===== src/rtl/nv_nvdla_cacc_reg_pkg.sv =====
// Shared definitions for the CACC register-file ping-pong controller.
//   - register offsets for the single-register region and the dual-region bounds
//   - grp_state_e : 2-bit per-group state reported in S_STATUS
//   - cacc_fsm_e  : consumer sequencing FSM state
//   - in_dual_region() : true for offsets routed to a dual register group
package nv_nvdla_cacc_reg_pkg;

    localparam logic [11:0] S_STATUS_OFS    = 12'h000;
    localparam logic [11:0] S_POINTER_OFS   = 12'h004;
    localparam logic [11:0] D_OP_ENABLE_OFS = 12'h008;
    localparam logic [11:0] DUAL_LO_OFS     = 12'h00c;
    localparam logic [11:0] DUAL_HI_OFS     = 12'h034;

    typedef enum logic [1:0] {
        GRP_IDLE    = 2'd0,
        GRP_RUNNING = 2'd1,
        GRP_PENDING = 2'd2
    } grp_state_e;

    typedef enum logic {
        FSM_IDLE   = 1'b0,
        FSM_ACTIVE = 1'b1
    } cacc_fsm_e;

    function automatic logic in_dual_region(input logic [11:0] ofs);
        return (ofs >= DUAL_LO_OFS) && (ofs <= DUAL_HI_OFS);
    endfunction

endpackage


===== src/rtl/nv_nvdla_cacc_grp_flag.sv =====
// One per-group op_en flag and its status encoding.
// Ports:
//   nvdla_core_clk, nvdla_core_rst : clock, synchronous active-high reset
//   set       : request to raise op_en
//   clr       : retire request; wins over set in the same cycle
//   running   : this group is the consumer and the consumer FSM is ACTIVE
//   op_en     : registered flag
//   grp_state : IDLE / RUNNING / PENDING for S_STATUS
module nv_nvdla_cacc_grp_flag
    import nv_nvdla_cacc_reg_pkg::*;
(
    input  logic       nvdla_core_clk,
    input  logic       nvdla_core_rst,
    input  logic       set,
    input  logic       clr,
    input  logic       running,
    output logic       op_en,
    output grp_state_e grp_state
);

    logic op_en_q;

    // Clear has priority: an enable write landing on the retiring group is
    // lost, because the flag was still 1 when it was sampled.
    always_ff @(posedge nvdla_core_clk) begin
        if (nvdla_core_rst) begin
            op_en_q <= 1'b0;
        end else if (clr) begin
            op_en_q <= 1'b0;
        end else if (set) begin
            op_en_q <= 1'b1;
        end
    end

    always_comb begin
        grp_state = GRP_IDLE;
        if (op_en_q) begin
            grp_state = running ? GRP_RUNNING : GRP_PENDING;
        end
    end

    assign op_en = op_en_q;

endmodule


===== src/rtl/nv_nvdla_cacc_regfile_ctrl.sv =====
// Ping-pong controller between the CSB register port and the two dual
// register groups of CACC. Decodes S_STATUS / S_POINTER / D_OP_ENABLE,
// routes dual-region accesses to the producer group, owns the op_en flags
// and walks the consumer pointer through the groups (launch, retire, irq).
//
// Ports:
//   nvdla_core_clk, nvdla_core_rst    : clock, synchronous active-high reset
//   reg_offset/reg_wr_en/reg_wr_data  : CSB-side register access
//   reg_rd_data                       : combinational read data
//   d0/d1_reg_wr_en, d0/d1_rd_data    : per-group write strobes / read data
//   d0/d1_op_en                       : per-group op_en flags
//   dp_consumer, dp_start, dp_done    : datapath sequencing
//   intr_done                         : per-group retire pulse
//   dbg_fsm_state                     : consumer FSM state (observation only)
//
// Build option: CACC_DUAL_WR_PROTECT_EN drops dual-region writes into an
// enabled producer group and records the drop in sticky S_STATUS[31].
//
// Handshake: dp_start is a one-cycle pulse the cycle after the FSM leaves
// IDLE; dp_done is accepted only in ACTIVE and not while dp_start is high.
module nv_nvdla_cacc_regfile_ctrl
    import nv_nvdla_cacc_reg_pkg::*;
#(
    parameter int GRP_NUM = 2
)
(
    input  logic        nvdla_core_clk,
    input  logic        nvdla_core_rst,
    input  logic [11:0] reg_offset,
    input  logic        reg_wr_en,
    input  logic [31:0] reg_wr_data,
    output logic [31:0] reg_rd_data,
    output logic        d0_reg_wr_en,
    output logic        d1_reg_wr_en,
    input  logic [31:0] d0_rd_data,
    input  logic [31:0] d1_rd_data,
    output logic        d0_op_en,
    output logic        d1_op_en,
    output logic        dp_consumer,
    output logic        dp_start,
    input  logic        dp_done,
    output logic [1:0]  intr_done,
    output cacc_fsm_e   dbg_fsm_state
);

    generate
        if (GRP_NUM != 2) begin : g_bad_grp_num
            $error("nv_nvdla_cacc_regfile_ctrl supports GRP_NUM == 2 only");
        end
    endgenerate

    cacc_fsm_e  state_q, state_d;
    logic       producer_q;
    logic       consumer_q, consumer_d;
    logic       dp_start_q, dp_start_d;
    logic [1:0] intr_done_q, intr_done_d;
    logic [1:0] op_en, op_set, op_clr;
    grp_state_e grp_state0, grp_state1;
    logic       in_dual, dual_block, wr_drop, en_wr;

    assign in_dual = in_dual_region(reg_offset);
    assign en_wr   = reg_wr_en && (reg_offset == D_OP_ENABLE_OFS) && reg_wr_data[0];

`ifdef CACC_DUAL_WR_PROTECT_EN
    logic wr_drop_q;
    logic unused_wr_data;

    assign dual_block = op_en[producer_q];

    always_ff @(posedge nvdla_core_clk) begin
        if (nvdla_core_rst) begin
            wr_drop_q <= 1'b0;
        end else if (reg_wr_en && in_dual && dual_block) begin
            wr_drop_q <= 1'b1;
        end else if (reg_wr_en && (reg_offset == S_STATUS_OFS) && reg_wr_data[31]) begin
            wr_drop_q <= 1'b0;
        end
    end

    assign wr_drop        = wr_drop_q;
    assign unused_wr_data = ^reg_wr_data[30:1];
`else
    logic unused_wr_data;

    assign dual_block     = 1'b0;
    assign wr_drop        = 1'b0;
    assign unused_wr_data = ^reg_wr_data[31:1];
`endif

    // Routing always uses the registered producer pointer.
    assign d0_reg_wr_en = reg_wr_en && in_dual && !producer_q && !dual_block;
    assign d1_reg_wr_en = reg_wr_en && in_dual &&  producer_q && !dual_block;

    // Enable only lands on a group whose flag is currently clear.
    assign op_set[0] = en_wr && !producer_q && !op_en[0];
    assign op_set[1] = en_wr &&  producer_q && !op_en[1];

    nv_nvdla_cacc_grp_flag u_grp0 (
        .nvdla_core_clk (nvdla_core_clk),
        .nvdla_core_rst (nvdla_core_rst),
        .set            (op_set[0]),
        .clr            (op_clr[0]),
        .running        ((state_q == FSM_ACTIVE) && !consumer_q),
        .op_en          (op_en[0]),
        .grp_state      (grp_state0)
    );

    nv_nvdla_cacc_grp_flag u_grp1 (
        .nvdla_core_clk (nvdla_core_clk),
        .nvdla_core_rst (nvdla_core_rst),
        .set            (op_set[1]),
        .clr            (op_clr[1]),
        .running        ((state_q == FSM_ACTIVE) && consumer_q),
        .op_en          (op_en[1]),
        .grp_state      (grp_state1)
    );

    always_comb begin
        state_d     = state_q;
        consumer_d  = consumer_q;
        dp_start_d  = 1'b0;
        intr_done_d = 2'b00;
        op_clr      = 2'b00;
        case (state_q)
            FSM_IDLE: begin
                if (op_en[consumer_q]) begin
                    state_d    = FSM_ACTIVE;
                    dp_start_d = 1'b1;
                end
            end
            FSM_ACTIVE: begin
                // A done coinciding with the start pulse belongs to no layer.
                if (dp_done && !dp_start_q) begin
                    op_clr[consumer_q]      = 1'b1;
                    intr_done_d[consumer_q] = 1'b1;
                    consumer_d              = ~consumer_q;
                    state_d                 = FSM_IDLE;
                end
            end
            default: state_d = FSM_IDLE;
        endcase
    end

    always_ff @(posedge nvdla_core_clk) begin
        if (nvdla_core_rst) begin
            state_q     <= FSM_IDLE;
            consumer_q  <= 1'b0;
            dp_start_q  <= 1'b0;
            intr_done_q <= 2'b00;
            producer_q  <= 1'b0;
        end else begin
            state_q     <= state_d;
            consumer_q  <= consumer_d;
            dp_start_q  <= dp_start_d;
            intr_done_q <= intr_done_d;
            if (reg_wr_en && (reg_offset == S_POINTER_OFS)) begin
                producer_q <= reg_wr_data[0];
            end
        end
    end

    always_comb begin
        reg_rd_data = 32'd0;
        if (in_dual) begin
            reg_rd_data = producer_q ? d1_rd_data : d0_rd_data;
        end else begin
            case (reg_offset)
                S_STATUS_OFS:    reg_rd_data = {wr_drop, 13'd0, grp_state1, 14'd0, grp_state0};
                S_POINTER_OFS:   reg_rd_data = {15'd0, consumer_q, 15'd0, producer_q};
                D_OP_ENABLE_OFS: reg_rd_data = {31'd0, op_en[producer_q]};
                default:         reg_rd_data = 32'd0;
            endcase
        end
    end

    assign d0_op_en      = op_en[0];
    assign d1_op_en      = op_en[1];
    assign dp_consumer   = consumer_q;
    assign dp_start      = dp_start_q;
    assign intr_done     = intr_done_q;
    assign dbg_fsm_state = state_q;

endmodule


===== config.mk =====
export PLATFORM = sky130hd
export DESIGN_NAME = nv_nvdla_cacc_regfile_ctrl
export DESIGN_NICKNAME = d
export VERILOG_FILES = /design/src/rtl/nv_nvdla_cacc_reg_pkg.sv /design/src/rtl/nv_nvdla_cacc_grp_flag.sv /design/src/rtl/nv_nvdla_cacc_regfile_ctrl.sv
export SDC_FILE = /design/constraint.sdc
export NUM_CORES = 1
export LEC_CHECK = 0
export CAP_MARGIN = 20
export CORE_UTILIZATION = 21
export DETAILED_ROUTE_END_ITERATION = 8
export GPL_TIMING_DRIVEN = 0
export PLACE_DENSITY_LB_ADDON = 0.1
export SYNTH_ARGS = -nofsm -noshare
export SYNTH_HDL_FRONTEND = slang
export SYNTH_SLANG_ARGS = --single-unit

===== constraint.sdc =====
create_clock -name nvdla_core_clk -period 1.4 [get_ports nvdla_core_clk]
set_input_delay 0.21 -clock nvdla_core_clk [delete_from_list [all_inputs] [get_ports nvdla_core_clk]]
set_output_delay 0.21 -clock nvdla_core_clk [all_outputs]
set_load 0.02 [all_outputs]

==> results by group <==
GRT
  – Initial antenna violation count: 0
  – Total gr overflow: 0
  – Total track usage: 0.175
  – First-pass GRT wire length: 7.10 mm
  – Vias in the first global route: 1467
  – Largest net degree at the start of global routing: 11

Final layout
  – Most frequent cells in the layout: clkdlybuf4s50_1, buf_6, nor2_4, mux2i_1, buf_4
  – Commonest non-fill, non-tap cell in the layout: clkdlybuf4s50_1
  – Area growth from synthesis to layout: 194%
  – Finished Layout Cells: 324
  – Fraction of layout cells with a size suffix above 1: 0.452
  – Final nets: 386
  – N_diodes: 0
  – Post-route cell area: between 0.002 and 0.003 mm^2

Power and ir drop
  – Tot Pwr: 879 uW
  – P_leak: between 1 and 1.5 nW
  – Pwr Density: 303 mW/mm^2
  – Maximum vdd ir drop: 0.000425 V

Logic synthesis
  – Synthesis-stage register bit count: 8
  – Sequential fraction of the synthesis area: 0.162
  – Syn_nets: 247
  – Distinct cells, synth: 29
  – Post-synthesis cell count: around 140
  – Post-synth EDFFs: 0
  – Post-synth ARST share: 0
  – Ranking of synthesized cells by area: mux2i_1, dfxtp_1, nor2_1, inv_1, nand2_1
  – Top FF cell, synth: dfxtp_1
  – Synth Warn #: 0
  – Syn Area/Cell: roughly 7.3 um^2
  – Synth area leader: mux2i_1
  – Post-Syn Area: 987 um^2
  – Synth top area share: 0.314

Setup path
  – Startpoint Class: input port
  – Worst Path Required: 1.19 ns
  – Worst-path fanout max: 4
  – WP data arrival: 1.63 ns
  – CP endpoint kind: output port
  – CP Class: in -> out

Routing
  – DRT Wirelength: 4.41 mm
  – DRC Markers: 20
  – Vias/cell: 4.58
  – Routed length per instance: 13.6 um
  – Via count: 1483
  – Initial DRC Count: between 40 and 50
  – Detailed Routing Iterations Pass 1: 5
  – Post-DRT Antenna Nets: 0

Clock tree
  – Longest Clk Path Bufs: 2
  – Worst skew pair latency: 0.23 ns
  – Max H-tree Level: 1
  – Hold Buf Count CTS: 0
  – CTS buffer count: 3
  – Clock sinks: 8
  – CTS root buf: clkbuf_8
  – Clock transition at path regs: 0.04 ns
  – CTS tree: built

Place
  – Routability Congestion: 0.750
  – Post-DP HPWL: 3.32 mm
  – PortBufs: 121
  – Post-DP Area: 0.00258 mm^2
  – Placed Cells: 308

Timing
  – Worst setup margin: -0.437 ns
  – Final hold viol count: 0
  – Relative slew slack: 0.808
  – FMAX: ~540 MHz
  – RSZ-0062 raised after global routing: true
  – Final Skew: roughly 0.0022 ns
  – Finish-stage setup viols: 37
  – Final slew viol count: 0
  – Final period utilization: 1.31
  – Slew at the pin closest to its max-slew limit: 0.280 ns
  – Tmin final: between 1.5 and 2 ns

Min path
  – Worst hold path class: reg -> reg

Floorplanning
  – Die Wd: 70.6 um
  – Die Ht: just over 70 um
  – Row count: 24
  – Core Box Area: 0.00444 mm^2
  – Die area: between 0.004 and 0.005 mm^2
  – Initial Utilization: 0.222
  – # IOs: 153

Status
  – Failing checks: design-rule violations, negative setup slack
  – Status: complete, but fails checks

Run
  – Max_cap viols: 0
[timing repair]
item / in CTS / in global routing
hold endpoints to repair: 0 / 0
resized for setup: 249 / 32
setup buffers: 10 / 4
cloned: 2 / 0
pin swaps: 22 / 17
endpoints found under the setup margin: 40 / 38
[layout make-up]
cell class,instances,area (um^2)
repair buffers,135,1390
well taps,52,65.1
flip-flops and latches,8,161
multi-input cells,112,1110
fillers,377,1550
plain buffers,7,106
inverters,7,26.3
clock buffers,3,41.3
[worst paths after layout]
check / startpoint / endpoint / slack, ns / cells after the start
hold / removal: dbg_fsm_state$_SDFF_PP0_ / dp_start$_SDFF_PP0_ / 0.53 / 1
hold reg to reg: dbg_fsm_state$_SDFF_PP0_ / dp_start$_SDFF_PP0_ / 0.53 / 1
setup / recovery: reg_offset[11] / reg_rd_data[0] / -0.44 / 7
setup reg to reg: dp_consumer$_SDFFE_PP0P_ / dbg_fsm_state$_SDFF_PP0_ / 0.19 / 5
[cell usage after synthesis, drive strengths merged, types with 4 or more instances]
cell type / count
nand2: 7
nor3: 5
inv: 7
mux2i: 31
nor2: 33
buf: 4
nand3: 5
dfxtp: 8
clkbuf: 4
[logic make-up after synthesis]
group | synth area share
XOR/XNOR | 0.0177
AND/OR/NAND/NOR | 0.333
buffers and inverters | 0.0621
multiplexers | 0.337
flip-flops | 0.162
AO/OA/AOI/OAI | 0.0875
[through the flow]
stage | TNS [ns] | worst slack, ns | hold WS (ns) | utilization
final | -12.00 | -0.437 | 0.526 | 0.652
after global placement | -42.16 | -1.26 | 0.520 | 0.580
after detailed placement | -42.62 | -1.27 | 0.527 | 0.580
after CTS | -14.09 | -0.498 | 0.456 | 0.637
after global routing | -13.47 | -0.455 | 0.542 | 0.652
after floorplan | -4.98 | -0.210 | 0.279 | -
[power by group]
group          total [mW]  switching, mW  internal (mW)
clock network       0.274         0.0883          0.186
registers           0.229      0.0000133          0.229
logic               0.375          0.128          0.247
[routing by layer]
layer / routed length (um) / share of wire / GRT usage
met1: 1750 / 0.40 / 0.220
met2: 2260 / 0.51 / 0.310
met3: 386 / 0.087 / 0.0470
met4: 13 / 0.0029 / 0.0200
met5: 0 / 0 / 0
[critical path, cell delays in order]
cell	delay [ns]
clkbuf_2	0.08
or4_4	0.57
buf_6	0.15
nor4_4	0.25
nand2_1	0.09
o211ai_1	0.10
buf_4	0.18
[state kept, by name, indices dropped and copies added, names as in the netlist]
signal and cells:
u_grp1.op_en 1, dp_start 1, dbg_fsm_state 1, intr_done 2
u_grp0.op_en 1, producer_q 1, dp_consumer 1
(Power assumes the default switching activity.)
